File: src/rtl/rocketcpu_codec_pkg.sv
// -----------------------------------------------------------------------------
// rocketcpu_codec_pkg
// Shared definitions for the audio-codec init sequencer: the FSM state
// encoding, the codec register addresses used to build 16-bit control words
// {addr[6:0], data[8:0]}, the default table length and the default table.
// -----------------------------------------------------------------------------
package rocketcpu_codec_pkg;

    localparam int DEFAULT_NWORDS = 11;

    // Codec register addresses (7-bit field of the control word).
    localparam logic [6:0] ADDR_LINVOL  = 7'h00;
    localparam logic [6:0] ADDR_RINVOL  = 7'h01;
    localparam logic [6:0] ADDR_LHPOUT  = 7'h02;
    localparam logic [6:0] ADDR_RHPOUT  = 7'h03;
    localparam logic [6:0] ADDR_ANALOG  = 7'h04;
    localparam logic [6:0] ADDR_DIGITAL = 7'h05;
    localparam logic [6:0] ADDR_PWR     = 7'h06;
    localparam logic [6:0] ADDR_IFACE   = 7'h07;
    localparam logic [6:0] ADDR_SRATE   = 7'h08;
    localparam logic [6:0] ADDR_ACTIVE  = 7'h09;
    localparam logic [6:0] ADDR_RESET   = 7'h0F;

    typedef enum logic [2:0] {
        ST_IDLE,
        ST_PWRUP,
        ST_LOAD,
        ST_WRITE,
        ST_GAP,
        ST_DONE,
        ST_ERROR
    } codec_state_e;

    function automatic logic [15:0] ctrlWord(input logic [6:0] addr, input logic [8:0] data);
        return {addr, data};
    endfunction

    // Default bring-up table: reset first, activate last, everything in
    // between configures power, volumes, analog/digital paths and format.
    function automatic logic [15:0] defaultWord(input logic [31:0] idx);
        logic [15:0] w;
        case (idx)
            32'd0:   w = ctrlWord(ADDR_RESET,   9'h000);
            32'd1:   w = ctrlWord(ADDR_PWR,     9'h010);
            32'd2:   w = ctrlWord(ADDR_LINVOL,  9'h017);
            32'd3:   w = ctrlWord(ADDR_RINVOL,  9'h017);
            32'd4:   w = ctrlWord(ADDR_LHPOUT,  9'h079);
            32'd5:   w = ctrlWord(ADDR_RHPOUT,  9'h079);
            32'd6:   w = ctrlWord(ADDR_ANALOG,  9'h012);
            32'd7:   w = ctrlWord(ADDR_DIGITAL, 9'h000);
            32'd8:   w = ctrlWord(ADDR_IFACE,   9'h00A);
            32'd9:   w = ctrlWord(ADDR_SRATE,   9'h000);
            32'd10:  w = ctrlWord(ADDR_ACTIVE,  9'h001);
            default: w = 16'h0000;
        endcase
        return w;
    endfunction

endpackage

File: src/rtl/rocketcpu_codec_init_rom.sv
// -----------------------------------------------------------------------------
// rocketcpu_codec_init_rom
// Combinational table of NWORDS codec control words.
//   index_i : word index (IDXW bits)
//   word_o  : control word {addr[6:0], data[8:0]}; zero for out-of-range index
// -----------------------------------------------------------------------------
module rocketcpu_codec_init_rom
    import rocketcpu_codec_pkg::*;
#(
    parameter int NWORDS = DEFAULT_NWORDS,
    parameter int IDXW   = 4
) (
    input  logic [IDXW-1:0] index_i,
    output logic [15:0]     word_o
);

    logic [31:0] idxWide;

    assign idxWide = 32'(index_i);

    always_comb begin
        word_o = 16'h0000;
        if (idxWide < 32'(NWORDS)) begin
            word_o = defaultWord(idxWide);
        end
    end

endmodule

File: src/rtl/rocketcpu_codec_init.sv
// -----------------------------------------------------------------------------
// rocketcpu_codec_init
// Walks the codec init table and writes each word to the codec SPI writer over
// a minimal Wishbone handshake, with a power-up settle delay, a fixed idle gap
// between words and a per-word ack timeout.
//   i_wb_clk  : clock (rising edge)
//   i_wb_rstn : synchronous active-low reset
//   i_start   : pulse to (re)run the table from word 0 when not busy
//   o_wb_cyc  : cycle request; o_wb_we mirrors it
//   o_wb_dat  : control word, zero whenever no cycle is active
//   i_wb_ack  : acknowledge from the SPI writer
//   o_busy    : sequence in progress
//   o_done    : sticky, all words acknowledged
//   o_error   : sticky, a word timed out
// -----------------------------------------------------------------------------
module rocketcpu_codec_init
    import rocketcpu_codec_pkg::*;
#(
    parameter int NWORDS         = DEFAULT_NWORDS,
    parameter int PWRUP_CYCLES   = 1024,
    parameter int GAP_CYCLES     = 4,
    parameter int TIMEOUT_CYCLES = 4096,
    parameter int AUTOSTART      = 1
) (
    input  logic        i_wb_clk,
    input  logic        i_wb_rstn,
    input  logic        i_start,
    output logic        o_wb_cyc,
    output logic        o_wb_we,
    output logic [15:0] o_wb_dat,
    input  logic        i_wb_ack,
    output logic        o_busy,
    output logic        o_done,
    output logic        o_error
);

    localparam int IDXW   = (NWORDS > 1) ? $clog2(NWORDS) : 1;
    localparam int MAXCNT = (PWRUP_CYCLES > TIMEOUT_CYCLES)
                          ? ((PWRUP_CYCLES > GAP_CYCLES) ? PWRUP_CYCLES : GAP_CYCLES)
                          : ((TIMEOUT_CYCLES > GAP_CYCLES) ? TIMEOUT_CYCLES : GAP_CYCLES);
    localparam int CNTW   = $clog2(MAXCNT + 1);

    localparam logic [CNTW-1:0] PWRUP_LAST   = CNTW'(PWRUP_CYCLES - 1);
    localparam logic [CNTW-1:0] TIMEOUT_LAST = CNTW'(TIMEOUT_CYCLES - 1);
    // The LOAD cycle is also spent with cyc low, so the GAP state itself
    // lasts one cycle less than the total idle time between words.
    localparam logic [CNTW-1:0] GAP_LAST     = CNTW'(GAP_CYCLES - 2);
    localparam logic [IDXW-1:0] IDX_LAST     = IDXW'(NWORDS - 1);

    localparam codec_state_e RESET_STATE = (AUTOSTART != 0) ? ST_PWRUP : ST_IDLE;

    codec_state_e    state_q, state_d;
    logic [IDXW-1:0] index_q, index_d;
    logic [CNTW-1:0] cnt_q,   cnt_d;
    logic            cyc_q,   cyc_d;
    logic [15:0]     dat_q,   dat_d;
    logic            done_q,  done_d;
    logic            error_q, error_d;
    logic [15:0]     romWord;

    rocketcpu_codec_init_rom #(
        .NWORDS (NWORDS),
        .IDXW   (IDXW)
    ) u_rom (
        .index_i (index_q),
        .word_o  (romWord)
    );

    always_ff @(posedge i_wb_clk) begin
        if (!i_wb_rstn) begin
            state_q <= RESET_STATE;
            index_q <= '0;
            cnt_q   <= '0;
            cyc_q   <= 1'b0;
            dat_q   <= 16'h0000;
            done_q  <= 1'b0;
            error_q <= 1'b0;
        end else begin
            state_q <= state_d;
            index_q <= index_d;
            cnt_q   <= cnt_d;
            cyc_q   <= cyc_d;
            dat_q   <= dat_d;
            done_q  <= done_d;
            error_q <= error_d;
        end
    end

    // One shared counter serves the power-up delay, the ack timeout and the
    // inter-word gap; it is cleared whenever a state that uses it is entered.
    always_comb begin
        state_d = state_q;
        index_d = index_q;
        cnt_d   = cnt_q;
        cyc_d   = cyc_q;
        dat_d   = dat_q;
        done_d  = done_q;
        error_d = error_q;
        case (state_q)
            ST_IDLE, ST_DONE, ST_ERROR: begin
                if (i_start) begin
                    done_d  = 1'b0;
                    error_d = 1'b0;
                    index_d = '0;
                    cnt_d   = '0;
                    state_d = ST_LOAD;
                end
            end
            ST_PWRUP: begin
                if (cnt_q == PWRUP_LAST) begin
                    cnt_d   = '0;
                    index_d = '0;
                    state_d = ST_LOAD;
                end else begin
                    cnt_d = cnt_q + CNTW'(1);
                end
            end
            ST_LOAD: begin
                // Data and cyc go up on the same edge so dat is never
                // visible without cyc.
                cyc_d   = 1'b1;
                dat_d   = romWord;
                cnt_d   = '0;
                state_d = ST_WRITE;
            end
            ST_WRITE: begin
                // Ack wins over a timeout expiring on the same edge.
                if (i_wb_ack) begin
                    cyc_d   = 1'b0;
                    dat_d   = 16'h0000;
                    cnt_d   = '0;
                    state_d = ST_GAP;
                end else if (cnt_q == TIMEOUT_LAST) begin
                    cyc_d   = 1'b0;
                    dat_d   = 16'h0000;
                    error_d = 1'b1;
                    cnt_d   = '0;
                    state_d = ST_ERROR;
                end else begin
                    cnt_d = cnt_q + CNTW'(1);
                end
            end
            ST_GAP: begin
                if (cnt_q == GAP_LAST) begin
                    cnt_d = '0;
                    if (index_q == IDX_LAST) begin
                        done_d  = 1'b1;
                        state_d = ST_DONE;
                    end else begin
                        index_d = index_q + IDXW'(1);
                        state_d = ST_LOAD;
                    end
                end else begin
                    cnt_d = cnt_q + CNTW'(1);
                end
            end
            default: begin
                state_d = RESET_STATE;
            end
        endcase
    end

    assign o_wb_cyc = cyc_q;
    assign o_wb_we  = cyc_q;
    assign o_wb_dat = dat_q;
    assign o_done   = done_q;
    assign o_error  = error_q;
    assign o_busy   = !(state_q inside {ST_IDLE, ST_DONE, ST_ERROR});

endmodule

File: config.mk
export PLATFORM = sky130hd
export DESIGN_NAME = rocketcpu_codec_init
export DESIGN_NICKNAME = d
export VERILOG_FILES = /design/src/rtl/rocketcpu_codec_pkg.sv /design/src/rtl/rocketcpu_codec_init_rom.sv /design/src/rtl/rocketcpu_codec_init.sv
export SDC_FILE = /design/constraint.sdc
export NUM_CORES = 1
export LEC_CHECK = 0
export CAP_MARGIN = 10
export CORE_MARGIN = 1.5
export CORE_UTILIZATION = 39
export DETAILED_ROUTE_END_ITERATION = 10
export GPL_TIMING_DRIVEN = 0
export PLACE_DENSITY_LB_ADDON = 0.3
export REMOVE_ABC_BUFFERS = 1
export SETUP_SLACK_MARGIN = 0.3
export SLEW_MARGIN = 10
export SYNTH_ARGS = -nofsm -noshare
export SYNTH_HDL_FRONTEND = slang
export SYNTH_SLANG_ARGS = --single-unit
File: constraint.sdc
create_clock -name i_wb_clk -period 4.7 [get_ports i_wb_clk]
set_clock_uncertainty 0.15 [all_clocks]
set_input_delay 0.94 -clock i_wb_clk [delete_from_list [all_inputs] [get_ports i_wb_clk]]
set_output_delay 0.94 -clock i_wb_clk [all_outputs]
set_load 0.03 [all_outputs]
# Word-level counts from Yosys, hierarchy flattened
# Memories as Yosys holds them, arrays and structs flattened. A register that Yosys moved wholly into a read port is not among the register bits.
# Index checks and enable logic that the tools add are counted.
# op_classes
n_addsub	2
n_lt_le_gt_ge	1
n_eq_ne	18
muxes	34
reduce_logical	15
# ops
op	count
$mux W13	5
$pmux W13 S5	1
$mux W16	3
$pmux W16 S2	1
$mux W4	6
$mux W3	6
$pmux W3 S5	1
$ne A2 B2 Y1 const B	7
$add A13 B1 Y13 const B	1
$eq A13 B10 Y1 const B	1
$eq A13 B12 Y1 const B	1
$eq A13 B2 Y1 const B	1
$pmux W4 S3	1
$reduce_and A4 Y1	3
$eq A3 B3 Y1 const B	3
$mux W1	7
$eq A3 B2 Y1 const B	2
$pmux W1 S2	3
$reduce_bool A2 Y1	3
$reduce_bool A3 Y1	2
$reduce_and A5 Y1	1
$reduce_bool A5 Y1	1
$add A4 B1 Y4 const B	1
$eq A4 B4 Y1 const B	1
other kinds (7)	8
# word_totals
register_bits	39
mem_bits_ro	176
input_bits	4
out_inout_bits	21
word_cells	78
mem_count	1
# memory_table
memory	depth	width	rd	rd_clocked_by_memory_dff	wr	line_no	text
(no name shown)	16	11	1	1	0	rocketcpu_codec_pkg.sv:42	case (idx)

# Longest topological paths before layout
# Gate-level depths: netlist of the first run.
# depth
word_depth	6
mapped_depth	12

# Hierarchy
# Synthesis of the first run repeated with hierarchy kept, for this count alone.
# hier_totals
hier_cells	279
area_unflattened_um2	2270.9
# by_module_without_submodules
mod	n_inst	cells_each	area_each_um2
rocketcpu_codec_init	1	236	1948.1
rocketcpu_codec_init_rom	1	43	322.8

# Worst setup path before layout of the first run
# OpenSTA, ideal clock, no wires.
# synth_timing
path_kind	input to register
startpoint	input port i_start
endpoint	register with a tool-made name
setup_time_ns	0.086
arrival_ns	2.409
t_required_ns	4.464
slack_ns	2.055
stages	9
path_buffers	0
cell_sequence	nor2b_1 nand3b_1 a21oi_2 a21boi_0 o21a_1 inv_1 ha_1 nor2b_1 a211oi_1
# synth_lines
element	line_no	text
start, declared	rocketcpu_codec_init.sv:27	input logic i_start,

==> results of run 1 <==
-- critical path: stages --
cell and delay [ns]:
clkdlybuf4s50_1 0.59, nor2b_1 0.09, nand3b_1 0.20, a21oi_2 0.38, a21boi_0 0.22, o21a_1 0.29, inv_1 0.10, ha_1 0.21
nor2b_1 0.16, a211oi_1 0.07
-- through the flow --
| stage | setup WS, ns | hold slack (ns) | utilization [%] | instance area, um^2 | total power [uW] |
|---|---|---|---|---|---|
| 6_report | 1.436 | 0.3335 | 45.87 | 2572 | 681.1 |
| 5_1_grt | 1.237 | 0.3723 | 45.87 | 2572 | 710.6 |
| 4_1_cts | 1.473 | 0.3411 | 45.87 | 2572 | 690.4 |
| 3_5_place_dp | 1.166 | 0.3191 | 43.86 | 2460 | 404.3 |
| 3_3_place_gp | 1.159 | 0.3078 | 43.78 | 2455 | 403.8 |
| 2_1_floorplan | 1.997 | 0.3059 | - | 2175 | 395.1 |
-- how the worst max path moves through the flow --
stage / start / endpoint / cells past startpoint
3_3_place_gp: i_wb_rstn / flop / 7
2_1_floorplan: state_q[2] / flop / 9
3_5_place_dp: i_start / flop / 10
4_1_cts: i_start / flop / 10
5_1_grt: state_q[2] / flop / 9
6_report: i_start / flop / 10
-- layout by cell type, fill, tap and decap left out, types with 6 or more instances in the layout --
master / netlist / routed
inv_1: 10 / 10
xnor2_1: 6 / 6
ha_1: 8 / 8
nor3_1: 6 / 6
a22oi_1: 10 / 10
nor2_1: 40 / 40
o21ai_0: 8 / 8
dfxtp_1: 43 / 43
a21oi_1: 12 / 12
clkdlybuf4s50_1: 0 / 19
nand2_1: 10 / 10
-- power groups by stage --
stage | Combinational [uW] | Clock (uW) | Sequential [uW]
2_1_floorplan | 18.5 | 0 | 377
3_3_place_gp | 26.7 | 0 | 377
5_1_grt | 29.7 | 312 | 369
3_5_place_dp | 27.2 | 0 | 377
6_report | 27.3 | 285 | 369
4_1_cts | 27.1 | 295 | 369
-- cell families (layout without fill, tap and decap cells) --
| logic type | after synthesis | count (layout) | share of synthesized area [%] |
|---|---|---|---|
| multiplexers | 3 | 3 | 1.297 |
| buffers and inverters | 28 | 37 | 8.324 |
| XOR/XNOR | 10 | 10 | 3.784 |
| AND/OR/NAND/NOR | 92 | 92 | 20.59 |
| adder cells (fa/ha/maj) | 8 | 8 | 4.324 |
| other | 1 | 5 | 0.1620 |
| flip-flops | 43 | 43 | 37.19 |
| AO/OA/AOI/OAI | 71 | 71 | 24.33 |
-- cell type report --
cell class | count | area, um^2 | share of cell area (%)
multi-input combinational | 189 | 1281 | 49.81
sequential | 43 | 860.8 | 33.46
timing repair buffer | 19 | 190.2 | 7.393
tap | 72 | 90.09 | 3.502
clock buffer | 5 | 68.82 | 2.675
clock inverter | 3 | 43.79 | 1.702
inverter | 10 | 37.54 | 1.459
-- metal layers --
metal | part of all wire [%] | up-vias
li1 | - | 937
met1 | 50 | 867
met2 | 47 | 30
met3 | 2.7 | 4
met4 | 0.75 | 0
met5 | 0 | -
==> run summary, run 1 <==
Final wirelength - 4.657 mm
Synth cell count leaders - dfxtp_1, nor2_1, a21oi_1
Clk_lat worst skew - 0.29 ns
Clock Tree Root - clkbuf_8
Switching portion of total power - 21.86%
Total Routing Usage GR - 16.04%
Sw Pwr - 148.9 uW
Die Y - 80.04 um
Met3 Use GR - 4.114%
Via Count - 1838
Slew @ Worst Pin - 0.8454 ns
Port bufs - 19
Peak VDD IR - 0.1876 mV
Placed Cells - 333
R2R depth - 9
Post-synth EDFFs - 0
CTS resizes - 0
Clk pwr share - 41.9%
Comb pwr share - 4.0%
Fin crit period - 3.264 ns
Synth unique cells - 60
Top_reg_cell synth - dfxtp_1
Gr busiest metal - met2
Setup violations, final - 0
Setup TNS - 0 ns
CTS tree - yes
Synth Area per Inst - 9.042 um^2
Antenna Nets Post-Route - 0
RePlAce Congestion - 0.8113
Hold buffer count at CTS - 0
Synth Instances - 256
Die area - 0.006406 mm^2
WHS Endpoint - o_wb_dat[3]
CP endpoint kind - flop
Layout cells sized above 1 - 8.922%
Io pins - 25
First-pass GRT wire length - 8.052 mm
DRT iter0 DRCs - 66
Placeable Area - 0.005608 mm^2
Clock transition at the registers of the reported paths - 0.08 ns
R2R Path Start - state_q[2]
# diodes - 0
Max_cap viols - 0
Postcts setup bufs - 0
Worst slew margin - 43.53%
Fin. max-slew vios - 0
Leading area contributor after synthesis - dfxtp_1
Filler cells - 584
Num CTS Buffers - 5
Worst min path class - reg2reg
Worst hold path cell count - 2
Synthesis-stage register bit count - 43
Flop pwr share - 54.1%
Yosys warns - 0
Drt drc - 0
Vias in the first global route - 1759
GRT met2 Usage - 27.73%
Area grow syn2layout - 11.14%
TritonRoute pass-1 iters - 5
CTS Buffer Depth - 2
R2R setup slack - 1.49 ns
Die span in x - 80.04 um
Top-count cell post-synth - dfxtp_1
CP max FO - 8
FP Rows - 27
Synth area leaders - dfxtp_1, nor2_1, ha_1
H-tree depth - 2
Critical Path AT - 3.25 ns
Power Dens Cells - 264.8 mW/mm^2
Post-synthesis async set-or-reset flop share - 0%
Share of the synthesized area in the top cell type - 37.19%
Max Clk Rate - 0.3064 GHz
Vias per Instance - 5.390
Int Pwr - 532.2 uW
RSZ-0062 raised after global routing - false
Tcrit/Tclk final - 69.44%
Wire per inst - 13.66 um
Final hold vios - 0
Status - finished clean
Cell Count, Final, Fillers Out - 341
CTS Sinks - 43
CP Class - in2reg
Starting Density - 41.28%
Worst Path Required - 4.69 ns
Largest net degree at the start of global routing - 23
# nets final - 280
Leakage power - 0.0009346 uW
Mapped Area - 0.002315 mm^2
Grt ovf - 0
Initial antenna violation count - 0
Sequential area share after synthesis - 37.19%
Dpl hpwl - 3.361 mm
Global routing usage on met1 - 19.90%
Crit start category - input pin
(Power assumes the default switching activity.)
==> inputs of run 2 (changes only) <==
Clock period 4.7 ns to 3.1 ns, I/O delays scaled along.
==> run summary, run 2 (same netlist as run 1, synthesis figures left out) <==
Hold Slack - 0.3277 ns (-0.005781 ns)
Final WS setup - 0.4502 ns (-0.9862 ns)
Status - finished clean
Most common cell after layout, fill and taps aside - dfxtp_1
Clock transition at the registers of the reported paths - 0.08 ns (about the same)
CP endpoint kind - flop
Vias per Instance - 5.364 (-0.48%)
Final wirelength - 4.807 mm (+3.2%)
Die area - 0.006406 mm^2 (unchanged)
Worst min path class - reg2reg
Io pins - 25 (unchanged)
Setup violations, final - 0 (unchanged)
Slew @ Worst Pin - 0.8265 ns (-0.01893 ns)
Hold buffer count at CTS - 0 (unchanged)
Dpl hpwl - 3.361 mm (unchanged)
Largest net degree at the start of global routing - 15 (-35%)
Die Y - 80.04 um (unchanged)
Slowest cell on crit path - or3b_4
FP Rows - 27 (unchanged)
Worst Path Required - 3.16 ns (-1.53 ns)
CP Buf/Inv Count - 1 (-1)
# nets final - 288 (+2.9%)
CP Class - reg2reg
Leakage power - 0.0009957 uW (+6.5%)
Critical Path AT - 2.71 ns (-0.54 ns)
CP max FO - 14 (+6)
Placeable Area - 0.005608 mm^2 (unchanged)
Total Routing Usage GR - 16.61% (+0.57 points)
Fin crit period - 2.650 ns
Tcrit/Tclk final - 85.48%
Met1 Wirelength - 2.326 mm (+0.17%)
# diodes - 0 (unchanged)
Layout cells sized above 1 - 15.16% (+6.2 points)
DRT iter0 DRCs - 61 (-7.6%)
RSZ-0062 raised after global routing - false
Port bufs - 19 (unchanged)
Initial antenna violation count - 0 (unchanged)
CTS Buffer Depth - 2 (unchanged)
Grt ovf - 0 (unchanged)
Crit-path max cell delay - 0.47 ns (-0.12 ns)
Crit start category - flop
Wire per inst - 13.77 um (+0.85%)
Area grow syn2layout - 16.38%
Met2 WL - 2.343 mm (+7.9%)
Clock Tree Root - clkbuf_8
RePlAce Congestion - 0.8113 (unchanged)
Peak VDD IR - 0.3106 mV (+66%)
Metal3 WL - 113 um (-11%)
Final hold vios - 0 (unchanged)
Vias in the first global route - 1805 (+2.6%)
Worst slew margin - 44.57% (+1.0 points)
CTS tree - yes
Power Dens Cells - 386.8 mW/mm^2 (+46%)
TritonRoute pass-1 iters - 4 (-1)
Final instance area - 0.002694 mm^2 (+4.7%)
Antenna Nets Post-Route - 0 (unchanged)
Most frequent cells in the layout - dfxtp_1, nor2_1, clkdlybuf4s50_1
Die span in x - 80.04 um (unchanged)
Via Count - 1872 (+1.8%)
CTS Sinks - 43 (unchanged)
Num CTS Buffers - 5 (unchanged)
Max layer used - met4
H-tree depth - 2 (unchanged)
Area after DPL - 0.002460 mm^2 (unchanged)
Starting Density - 41.28% (unchanged)
Worst slack, placed - -0.1144 ns (-1.280 ns)
CP Cell Sequence - or3b_4 > nor3_4 > a21oi_4 > a311oi_4 > inv_1 > ha_1 > nor2b_1 > a211oi_2
Max_cap viols - 0 (unchanged)
Drt drc - 0 (unchanged)
First-pass GRT wire length - 8.286 mm (+2.9%)
Delay-heaviest family, CP - simple AND/OR/NAND/NOR gates
Fin. max-slew vios - 0 (unchanged)
Max Clk Rate - 0.3774 GHz
Clk_lat worst skew - 0.29 ns (about the same)
[run 2: changes by cell type in the layout (fill, tap and decap cells not counted), sizes merged]
cell	delta
clkdlybuf4s50	-2
buf	+7
dlymetal6s2s	+2
inv	-1
clkinvlp	+2
[run 2: worst paths after layout]
path | from | to | slack, ns | cells past startpoint
worst min-delay path | cnt_q[0] | cnt_q[0] | 0.33 | 1
worst min register to register | cnt_q[0] | cnt_q[0] | 0.33 | 1
worst max register to register | state_q[2] | flop | 0.45 | 8
worst max-delay path | state_q[2] | flop | 0.45 | 8
[run 2: where the power goes]
part	total, uW	switching, uW	internal [uW]	leakage (uW)
clock	436	196	240	0.0000581
combinational	48.1	31.9	16.3	0.000590
sequential	558	3.86	554	0.000348
total	1040	231	810	0.000996
[run 2: through the flow]
step	total power, uW	setup TNS, ns	instances	util, %
floorplan	599.0	0	242	-
global placement	612.3	-0.4521	333	43.78
detailed placement	613.0	-0.5625	333	43.86
CTS	1052	0	348	47.39
global route	1084	0	349	48.04
finish	1042	0	349	48.04
[run 2: cell type report]
cell class	instances	area (um^2)
Fill cell	569	2914
Timing Repair inverter	1	5.005
Clock buffer	5	68.82
Timing Repair Buffer	26	247.7
Multi-Input combinational cell	189	1331
Tap cell	72	90.09
Inverter	10	41.29
Clock inverter	3	43.79
Sequential cell	43	865.8
[run 2: per-layer routing]
layer | global-route usage [%] | vias up
li1 | - | 952
met1 | 20.25 | 890
met2 | 29.08 | 28
met3 | 4.114 | 2
met4 | 3.966 | 0
met5 | 0 | -
[run 2: timing repair]
| action | CTS | global route |
|---|---|---|
| gates resized for setup | 9 | 9 |
| pin swaps | 2 | 1 |
| gates cloned | 1 | 0 |
| setup endpoints to repair | 18 | 17 |
| buffers inserted | 6 | 1 |
==> inputs of run 3 (changes only) <==
Settings changed: CAP_MARGIN 10 to not set, SETUP_SLACK_MARGIN 0.3 to 0.15.
==> run summary, run 3 (same netlist as run 1, synthesis figures left out) <==
TritonRoute pass-1 iters - 4 (unchanged)
Grt ovf - 0 (unchanged)
CTS tree - yes
Wire per inst - 13.57 um (-1.5%)
Setup violations, final - 0 (unchanged)
R2R Path Start - cnt_q[0]
Via Count - 1892 (+1.1%)
Total Routing Usage GR - 16.08% (-0.52 points)
Placeable Area - 0.005608 mm^2 (unchanged)
Vias per Instance - 5.406 (+0.78%)
Flop pwr share - 53.6% (about the same)
# nets final - 289 (+0.35%)
Cell Count, Final, Fillers Out - 350 (+0.29%)
Max Clk Rate - 0.3560 GHz (-5.7%)
Sw Pwr - 229.0 uW (-1.1%)
Final wirelength - 4.750 mm (-1.2%)
Clock transition at the registers of the reported paths - 0.09 ns (about the same)
Num CTS Buffers - 5 (unchanged)
Clk_lat worst skew - 0.29 ns (about the same)
Die Y - 80.04 um (unchanged)
CTS Sinks - 43 (unchanged)
Switching portion of total power - 22.02% (-0.20 points)
Worst Path Required - 3.15 ns (about the same)
Critical Path AT - 2.86 ns (+0.15 ns)
Critical Path Start - cnt_q[0]
# diodes - 0 (unchanged)
Leakage power - 0.0009786 uW (-1.7%)
CP Class - reg2reg
Peak VDD IR - 0.2854 mV (-8.1%)
Die span in x - 80.04 um (unchanged)
R2R setup slack - 0.29 ns (-0.16 ns)
Placed Cells - 333 (unchanged)
Port bufs - 19 (unchanged)
CP max FO - 9 (-5)
Comb pwr share - 4.7% (about the same)
CTS Buffer Depth - 2 (unchanged)
Status - finished clean
Area grow syn2layout - 14.92%
CP endpoint kind - flop
Initial antenna violation count - 0 (unchanged)
DRT iter0 DRCs - 76 (+25%)
Area after DPL - 0.002460 mm^2 (unchanged)
Int Pwr - 811.1 uW (about the same)
Layout cells sized above 1 - 13.67% (-1.5 points)
Max_cap viols - 0 (unchanged)
First-pass GRT wire length - 8.086 mm (-2.4%)
Power Dens Cells - 391.0 mW/mm^2 (+1.1%)
FP Rows - 27 (unchanged)
Hold buffer count at CTS - 0 (unchanged)
Worst slew margin - 43.89% (-0.68 points)
Drt drc - 0 (unchanged)
Worst min path class - reg2reg
Setup TNS - 0 ns (unchanged)
Starting Density - 41.28% (unchanged)
CP Cell Sequence - inv_1 > ha_1 > nor4b_1 > and4_2 > a2bb2oi_4 > buf_4 > a311oi_2 > inv_1 > ha_1 > nor2b_1 > a211oi_1
Tcrit/Tclk final - 90.61% (+5.1 points)
Antenna Nets Post-Route - 0 (unchanged)
Clk pwr share - 41.7% (about the same)
Final instance area - 0.002660 mm^2 (-1.3%)
Crit start category - flop
H-tree depth - 2 (unchanged)
Slew @ Worst Pin - 0.8367 ns (+0.01019 ns)
Most common cell after layout, fill and taps aside - dfxtp_1
Die area - 0.006406 mm^2 (unchanged)
Total design power - 1040 uW (-0.18%)
Dpl hpwl - 3.361 mm (unchanged)
Vias in the first global route - 1773 (-1.8%)
Io pins - 25 (unchanged)
RSZ-0062 raised after global routing - true
Clock Tree Root - clkbuf_8
Final hold vios - 0 (unchanged)
Fin. max-slew vios - 0 (unchanged)
RePlAce Congestion - 0.8113 (unchanged)
Largest net degree at the start of global routing - 23 (+8)
Filler cells - 574 (+0.88%)
Fin crit period - 2.809 ns (+0.1590 ns)
Most frequent cells in the layout - dfxtp_1, nor2_1, clkdlybuf4s50_1
Slowest cell on crit path - dfxtp_1
Crit-path max cell delay - 0.41 ns (-0.06 ns)
[run 3: path summary, 6_finish.rpt]
path / cells after the start / end
worst max register to register: 11 / flop
worst min-delay path: 2 / o_wb_dat[3]
worst min register to register: 2 / o_wb_dat[3]
worst max-delay path: 11 / flop
[run 3: worst max-delay path: cells and delay by family (launching register included)]
family / cells / cell delay (ns)
compound gates: 3 / 0.79
fa+ha+maj: 2 / 0.44
buf+inv: 3 / 0.35
flops: 1 / 0.41
simple gates: 3 / 0.57
[run 3: through the flow]
stage | hold slack, ns | utilization (%) | setup slack, ns
3_3_place_gp | 0.3078 | 43.78 | -0.1214
2_1_floorplan | 0.3059 | - | 0.3969
5_1_grt | 0.3723 | 47.43 | 0.07015
4_1_cts | 0.3411 | 46.36 | 0.1624
6_report | 0.3322 | 47.43 | 0.2912
3_5_place_dp | 0.3191 | 43.86 | -0.1144
[run 3: cell type report]
class	instances	area [um^2]	area share, %
multi-input cells	189	1296	48.73
flip-flops and latches	43	864.6	32.50
repair buffers	27	250.2	9.407
well taps	72	90.09	3.387
clock buffers	5	68.82	2.587
clock inverters	3	43.79	1.646
inverters	10	41.29	1.552
repair inverters	1	5.005	0.1881
[run 3: power by group through the flow]
stage | sequential [uW] | combinational [uW] | clock, uW
2_1_floorplan | 571 | 28.1 | 0
3_3_place_gp | 572 | 40.5 | 0
3_5_place_dp | 572 | 41.3 | 0
4_1_cts | 559 | 41.8 | 447
5_1_grt | 559 | 52.8 | 473
6_report | 558 | 48.6 | 434
[run 3: per-layer routing]
metal / track usage, % / wire [um] / up-vias
li1: - / - / 957
met1: 19.76 / 2253 / 896
met2: 28.07 / 2279 / 35
met3: 4.114 / 181 / 4
met4: 3.448 / 35 / 0
met5: 0 / 0 / -
[run 3: repair_timing]
item | 4_1_cts | 5_1_grt
resized for setup | 3 | 5
cloned | 0 | 1
pin swaps | 1 | 0
buffers inserted | 3 | 5
endpoints found under the setup margin | 17 | 17
